## src/rtl/matvec_pkg.sv

```systemverilog
// ---------------------------------------------------------------------------
// matvec_pkg
// Shared types and constants for the streaming matrix-vector engine:
//   - state_t      : controller states (IDLE, LOAD, DRAIN, DONE)
//   - DEF_*        : default dimensions and widths
//   - min_acc_w()  : smallest accumulator width that cannot overflow
// ---------------------------------------------------------------------------
package matvec_pkg;

    typedef enum logic [1:0] {
        IDLE  = 2'd0,
        LOAD  = 2'd1,
        DRAIN = 2'd2,
        DONE  = 2'd3
    } state_t;

    localparam int DEF_ROWS   = 8;
    localparam int DEF_COLS   = 8;
    localparam int DEF_DATA_W = 8;
    localparam int DEF_ACC_W  = 24;

    // Full product width plus one carry bit per doubling of summed terms.
    function automatic int min_acc_w(input int data_w, input int cols);
        return 2 * data_w + $clog2(cols);
    endfunction

endpackage

```

## src/rtl/matvec_mac_lane.sv

```systemverilog
// ---------------------------------------------------------------------------
// matvec_mac_lane
// One row of the matrix-vector engine: a registered product (stage 1) and
// an accumulator that adds the registered product (stage 2).
// Build option: MATVEC_ENGINE_SIGNED_EN selects two's-complement operands
// and a sign-extended product; otherwise arithmetic is unsigned.
// Ports:
//   clk, rst_n   clock, asynchronous active-low reset
//   i_clr        zero the accumulator (wins over i_acc_en)
//   i_load       capture i_a*i_b into the product register
//   i_acc_en     add the product register into the accumulator
//   i_a, i_b     operands (DATA_W)
//   o_acc        accumulator value (ACC_W)
// ---------------------------------------------------------------------------
module matvec_mac_lane
    import matvec_pkg::*;
#(
    parameter int DATA_W = DEF_DATA_W,
    parameter int ACC_W  = DEF_ACC_W
)(
    input  logic              clk,
    input  logic              rst_n,
    input  logic              i_clr,
    input  logic              i_load,
    input  logic              i_acc_en,
    input  logic [DATA_W-1:0] i_a,
    input  logic [DATA_W-1:0] i_b,
    output logic [ACC_W-1:0]  o_acc
);

    localparam int PROD_W = 2 * DATA_W;

    logic [PROD_W-1:0] r_prod;
    logic [PROD_W-1:0] w_prod;
    logic [ACC_W-1:0]  r_acc;
    logic [ACC_W-1:0]  w_prod_ext;

`ifdef MATVEC_ENGINE_SIGNED_EN
    logic signed [PROD_W-1:0] w_a_ext;
    logic signed [PROD_W-1:0] w_b_ext;

    // Widen before multiplying so the low PROD_W bits are the exact product.
    assign w_a_ext    = PROD_W'($signed(i_a));
    assign w_b_ext    = PROD_W'($signed(i_b));
    assign w_prod     = w_a_ext * w_b_ext;
    assign w_prod_ext = ACC_W'($signed(r_prod));
`else
    assign w_prod     = PROD_W'(i_a) * PROD_W'(i_b);
    assign w_prod_ext = ACC_W'(r_prod);
`endif

    // NOTE: product and accumulator are plain flops, not a memory, so they
    // take the asynchronous reset like any other state.
    always_ff @(posedge clk or negedge rst_n) begin
        if (!rst_n) begin
            r_prod <= '0;
            r_acc  <= '0;
        end else begin
            // NOTE: non-blocking assignments keep every flop sampling the
            // pre-edge values, independent of statement order.
            if (i_load) begin
                r_prod <= w_prod;
            end
            if (i_clr) begin
                r_acc <= '0;
            end else if (i_acc_en) begin
                r_acc <= r_acc + w_prod_ext;
            end
        end
    end

    assign o_acc = r_acc;

endmodule

```

## src/rtl/matvec_engine.sv

```systemverilog
// ---------------------------------------------------------------------------
// matvec_engine
// Streaming matrix-vector multiply: C[i] = sum_j A[i][j]*B[j].
// One beat carries column j of A and element B[j]; ROWS MAC lanes run in
// parallel through a 2-stage multiply/accumulate pipeline.
// Build option: MATVEC_ENGINE_SIGNED_EN (two's-complement arithmetic,
// implemented in matvec_mac_lane); handshake and timing are unaffected.
// Ports:
//   clk, rst_n   clock, asynchronous active-low reset
//   clr          synchronous clear/abort, highest priority
//   start        begin an operation (honoured in IDLE and DONE)
//   in_valid     input beat valid
//   in_ready     engine accepts a beat (LOAD only)
//   in_b         vector element B[j]
//   in_a         column j of A, row i at [i*DATA_W +: DATA_W]
//   busy         operation in progress (LOAD, DRAIN)
//   done         one-cycle completion pulse
//   result       C[i] at [i*ACC_W +: ACC_W], held until next start/clr
// ---------------------------------------------------------------------------
module matvec_engine
    import matvec_pkg::*;
#(
    parameter int ROWS   = DEF_ROWS,
    parameter int COLS   = DEF_COLS,
    parameter int DATA_W = DEF_DATA_W,
    parameter int ACC_W  = DEF_ACC_W
)(
    input  logic                   clk,
    input  logic                   rst_n,
    input  logic                   clr,
    input  logic                   start,
    input  logic                   in_valid,
    output logic                   in_ready,
    input  logic [DATA_W-1:0]      in_b,
    input  logic [ROWS*DATA_W-1:0] in_a,
    output logic                   busy,
    output logic                   done,
    output logic [ROWS*ACC_W-1:0]  result
);

    if (ACC_W < min_acc_w(DATA_W, COLS)) begin : g_acc_w_check
        $error("matvec_engine: ACC_W too small for DATA_W and COLS");
    end

    localparam int CNT_W = $clog2(COLS + 1);

    state_t           r_state;
    state_t           w_state_nxt;
    logic [CNT_W-1:0] r_beat_cnt;
    logic             r_p_valid;
    logic             w_accept;
    logic             w_start_op;
    logic             w_last_beat;
    logic             w_clr_acc;

    // clr discards a beat presented in the same cycle.
    assign w_accept    = in_valid && in_ready && !clr;
    assign w_start_op  = start && !clr && (r_state == IDLE || r_state == DONE);
    assign w_last_beat = (r_beat_cnt == CNT_W'(COLS - 1));
    assign w_clr_acc   = clr || w_start_op;

    // State register
    always_ff @(posedge clk or negedge rst_n) begin
        if (!rst_n) begin
            r_state <= IDLE;
        end else begin
            r_state <= w_state_nxt;
        end
    end

    // Next-state logic
    always_comb begin
        // NOTE: default first so every path assigns and no latch is inferred.
        w_state_nxt = r_state;
        case (r_state)
            IDLE:    if (start) w_state_nxt = LOAD;
            LOAD:    if (w_accept && w_last_beat) w_state_nxt = DRAIN;
            DRAIN:   w_state_nxt = DONE;
            DONE:    w_state_nxt = start ? LOAD : IDLE;
            default: w_state_nxt = IDLE;
        endcase
        if (clr) begin
            w_state_nxt = IDLE;
        end
    end

    // Output logic
    always_comb begin
        in_ready = 1'b0;
        busy     = 1'b0;
        done     = 1'b0;
        case (r_state)
            LOAD: begin
                in_ready = 1'b1;
                busy     = 1'b1;
            end
            DRAIN:   busy = 1'b1;
            DONE:    done = 1'b1;
            default: ;
        endcase
    end

    // Beat counter and stage-1 valid; the valid steers stage-2 accumulation.
    always_ff @(posedge clk or negedge rst_n) begin
        if (!rst_n) begin
            r_beat_cnt <= '0;
            r_p_valid  <= 1'b0;
        end else if (clr) begin
            r_beat_cnt <= '0;
            r_p_valid  <= 1'b0;
        end else begin
            r_p_valid <= w_accept;
            if (w_start_op) begin
                r_beat_cnt <= '0;
            end else if (w_accept) begin
                r_beat_cnt <= r_beat_cnt + 1'b1;
            end
        end
    end

    for (genvar g = 0; g < ROWS; g++) begin : g_lane
        matvec_mac_lane #(
            .DATA_W (DATA_W),
            .ACC_W  (ACC_W)
        ) u_lane (
            .clk      (clk),
            .rst_n    (rst_n),
            .i_clr    (w_clr_acc),
            .i_load   (w_accept),
            .i_acc_en (r_p_valid),
            .i_a      (in_a[g*DATA_W +: DATA_W]),
            .i_b      (in_b),
            .o_acc    (result[g*ACC_W +: ACC_W])
        );
    end

endmodule
```

## config.mk

```make
export PLATFORM = sky130hd
export DESIGN_NAME = matvec_engine
export DESIGN_NICKNAME = d
export VERILOG_FILES = /design/src/rtl/matvec_pkg.sv /design/src/rtl/matvec_mac_lane.sv /design/src/rtl/matvec_engine.sv
export SDC_FILE = /design/constraint.sdc
export NUM_CORES = 2
export LEC_CHECK = 0
export CAP_MARGIN = 30
export CORE_ASPECT_RATIO = 0.6
export CORE_UTILIZATION = 25
export DETAILED_ROUTE_END_ITERATION = 10
export DONT_BUFFER_PORTS = 1
export MAX_ROUTING_LAYER = met4
export SETUP_SLACK_MARGIN = 0.02
export SYNTH_ARGS = -nofsm -noshare
export SYNTH_HDL_FRONTEND = slang
export SYNTH_SLANG_ARGS = --single-unit
```

## constraint.sdc

```tcl
create_clock -name clk -period 2.9 [get_ports clk]
set_input_delay 0.87 -clock clk [delete_from_list [all_inputs] [get_ports clk]]
set_output_delay 0.87 -clock clk [all_outputs]
set_load 0.02 [all_outputs]
```

==> results.ini <==
[drt]
routed_wirelength_um = 110000
initialDrtViolationCount = 1588
first_pass_iters = 5
final_antenna_net_count = 0
vias = 28500
detail_route.vias_per_cell = 4.66
detail_route.drc_violations = 0
wl_per_cell_um = 17.9

[global_routing]
grt_most_used_layer = met2
grt_use_met2_pct = 26.1
grt_start_max_net_pins = 275
grt_pass1_vias = 28600
grt_util_met3_pct = 3.08
grt_antenna_before_repair = 7
overflow = 0
grt_pass1_wl_um = 169000
grtUsageMet1_pct = 19.5
grtUsageTotal_pct = 15.7

[timing]
slew_headroom_pct = 4.08
finalSetupTns_ps = -74260
finalCriticalPeriod_ps = 4160
holdWs_ps = 71.3
tightestPinTransition_ps = 1440
worst_clock_skew_ps = 19.1
unrepaired_setup_endpoints_after_global_routing = yes
worst_slack_ps = -1260
timing.final.hold_violations = 0
report.final.slew_viol_count = 0
timing.final.setup_violations = 89
fmax_mhz = 240
fraction_of_the_cycle_the_final_worst_path_needs_pct = 143

[cts]
clockRootBuffer = clkbuf_16
cts_sinks = 327
worst_skew_pair.late_latency_ps = 580
h-tree-depth = 2
tritoncts = built
clk_pin_slew_ps = 60
ctsLongestPathBuffers = 3
num_cts_buffers = 38

[layout]
multi_input_comb_area_um2 = 27000
final_cell_area_um2 = 43100
area.sequential_um2 = 8190
finalNonFillerCells = 6114
layout.filler_cells = 14700
utilization_pct = 30.8
areaGrowthSynthToFinish_pct = 21.9
drive_gt1_share_pct = 18.3
layout.nets = 4988

[logic_synthesis]
cell_area_synth_um2 = 35400
synth_seq_area_share_pct = 23.1
postSynthNetCount = 4762
synth_instances = 3968
share_of_flip_flops_with_an_asynchronous_set_or_reset_after_synthesis_pct = 100
post-synth-top-area-cell = dfrtp_1
postSynthAreaPerCell_um2 = 8.91
number_of_enable_type_register_cells_in_the_synthesized_netlist = 0
yosys.area.top_type_share_pct = 23.1
netlist_top_cells_area = dfrtp_1 23%, fa_1 17%, ha_1 15%
yosys.cell_types.count = 79
synth_seq_cells = 327
predominant_post_synthesis_flop_cell = dfrtp_1
ys_warn_count = 0

[floorplanning]
start_util_pct = 25.3
dieArea_um2 = 143000
io_pins = 272
placementRows = 106
height_of_the_chip_um = 293
core_area_um2 = 140000
die_width_um = 487

[power]
netSwitchingFraction_pct = 42.4
cellInternalPower_mw = 17.3
power_frac_clock_pct = 17.3
share_seq_of_total_power_pct = 21.8
static-leakage-power_nw = 20.3
p_comb_share_pct = 60.9
worst_ir_drop_vdd_mv = 0.438
power-per-cell-area_nw_per_um2 = 696
total_switching_power_mw = 12.7

[outcome]
result_of_the_run = finished, violations left
failed_checks = negative setup slack

[setup_path]
cp-start-kind = input pin
cp_data_required_time_ps = 3380
path_max_fanout = 64
crit_type = input pin to register
timing.critical_path.arrival_ps = 4640
endpoint_kind = register

[place]
gp_routability_congestion = 0.853
placed_cells_incl_taps = 6020
area_after_dpl_um2 = 40200
dp_hpwl_um = 84100
port_buffers = 0

[flow_run]
maxCapViolations = 0

[min_path]
min-delay-path-class = input pin to async pin

## critical path, cell delays in order
cell     delay (ps)
and2_4          200
fa_1            550
fa_1            440
fa_1            500
inv_2            40
fa_1            480
inv_2            40
ha_4            210
or2_4           230
a21oi_2         150
a21oi_2          70
a221o_1         380
o211a_1         240
nor3_1          170
## flip-flops by register name, indices dropped and copies added, names as in the netlist
name,count
g_lane.u_lane.o_acc,192
g_lane.u_lane.r_prod,128
r_beat_cnt,4
r_p_valid,1
r_state,2
## path summary, 6_finish.rpt
kind                                                         from                                      end  slack (ps)  cells past startpoint
setup / recovery                                          in_b[6]  g_lane[0].u_lane.r_prod[15]$_DFFE_PN0P_       -1260                     14
hold / removal                                              rst_n  g_lane[1].u_lane.r_prod[11]$_DFFE_PN0P_          70                      0
setup reg to reg           g_lane[1].u_lane.r_prod[0]$_DFFE_PN0P_   g_lane[1].u_lane.o_acc[12]$_DFFE_PN0P_         130                     10
hold reg to reg            g_lane[5].u_lane.r_prod[0]$_DFFE_PN0P_   g_lane[5].u_lane.r_prod[0]$_DFFE_PN0P_         480                      2
max in group asynchronous                                   rst_n  g_lane[4].u_lane.r_prod[15]$_DFFE_PN0P_        1740                      0
min in group clk                                              clr                   r_state[0]$_DFFE_PN0P_         390                      1
## cell usage after synthesis, drive strengths merged (29+ instances only)
library cell  instances
nand2               426
o21a                 48
nor2                224
xor2                 96
and2                414
o211ai               32
nor2b                29
inv                 437
or3                  38
a21o                 58
dfrtp               327
a21oi               194
a211oi               62
nand3                57
fa                  296
xnor2                90
o21ai               233
clkbuf              118
ha                  421
nand2b               29
mux2i                52
## metrics by stage
stage,power [mW],setup slack (ps)
after floorplan,17.1,-1850
after global placement,22.5,-1910
after CTS,29.6,-1110
final,30.0,-1260
after detailed placement,22.8,-1870
after global routing,32.7,-1360
## layout make-up
class	instances	share of cell area, %
inverter	438	3.81
antenna	2	0.0116
clock inverter	19	0.520
multi-input combinational	3067	62.5
clock buffer	49	2.49
timing repair buffer	322	6.16
sequential	327	19.0
tap	1890	5.49
## cell usage in the layout, fill, tap and decap left out, types with 14 or more instances in the layout
master,Yosys,layout
a21o_1,58,57
and2_4,0,60
o21bai_1,17,17
clkbuf_16,0,39
a21oi_1,193,158
ha_1,421,381
nand3_1,57,57
xnor2_1,90,80
ha_4,0,37
nor2b_1,29,29
o211ai_1,32,32
and3_1,28,27
buf_4,0,270
o21a_1,48,48
nand2b_1,29,29
o21ai_0,227,137
a31oi_1,19,16
mux2i_1,52,52
buf_6,1,48
o31ai_1,18,14
nand2_2,0,17
o21ai_1,6,72
a211oi_2,1,19
or3_1,38,38
inv_2,1,43
xor2_1,96,81
nand4_1,18,18
a21oi_2,1,31
fa_1,296,263
nor3_1,27,23
nor2_1,224,218
o21ai_2,0,21
inv_1,436,395
fa_2,0,33
and2_1,414,354
a211oi_1,61,39
nand2_1,426,392
dfrtp_1,327,326
## power groups by stage
| stage | Sequential (mW) | Combinational [mW] | Clock [mW] |
|---|---|---|---|
| 2_1_floorplan | 6.10 | 11.0 | 0 |
| 3_5_place_dp | 6.73 | 16.0 | 0 |
| 3_3_place_gp | 6.72 | 15.8 | 0 |
| 4_1_cts | 6.65 | 17.6 | 5.39 |
| 6_report | 6.56 | 18.3 | 5.18 |
| 5_1_grt | 6.68 | 20.4 | 5.58 |
## per-layer routing
layer,part of all wire [%],routed length (µm)
met1,44,47900
met2,49,53300
met5,0,0
met3,5.2,5740
met4,2.5,2750
## what timing repair did
| item | 4_1_cts | 5_1_grt |
|---|---|---|
| pin swaps | 147 | 146 |
| cloned | 0 | 0 |
| hold buffers | 1 | 0 |
| hold endpoints to repair | 54 | 0 |
| setup buffers | 14 | 28 |
| gates resized for setup | 215 | 173 |
| setup endpoints to repair | 93 | 115 |
## cells by family (layout without fill, tap and decap cells)
logic type / after synthesis / count (layout) / synth area share (%)
compound gates: 783 / 783 / 14.1
xor+xnor: 186 / 186 / 4.61
fa+ha+maj: 717 / 717 / 31.7
buf+inv: 574 / 828 / 6.16
flops: 327 / 327 / 23.1
mux: 54 / 54 / 1.54
other cells: 0 / 2 / 0
simple gates: 1327 / 1327 / 18.8
No activity file was read; power rests on OpenSTA's default activity.
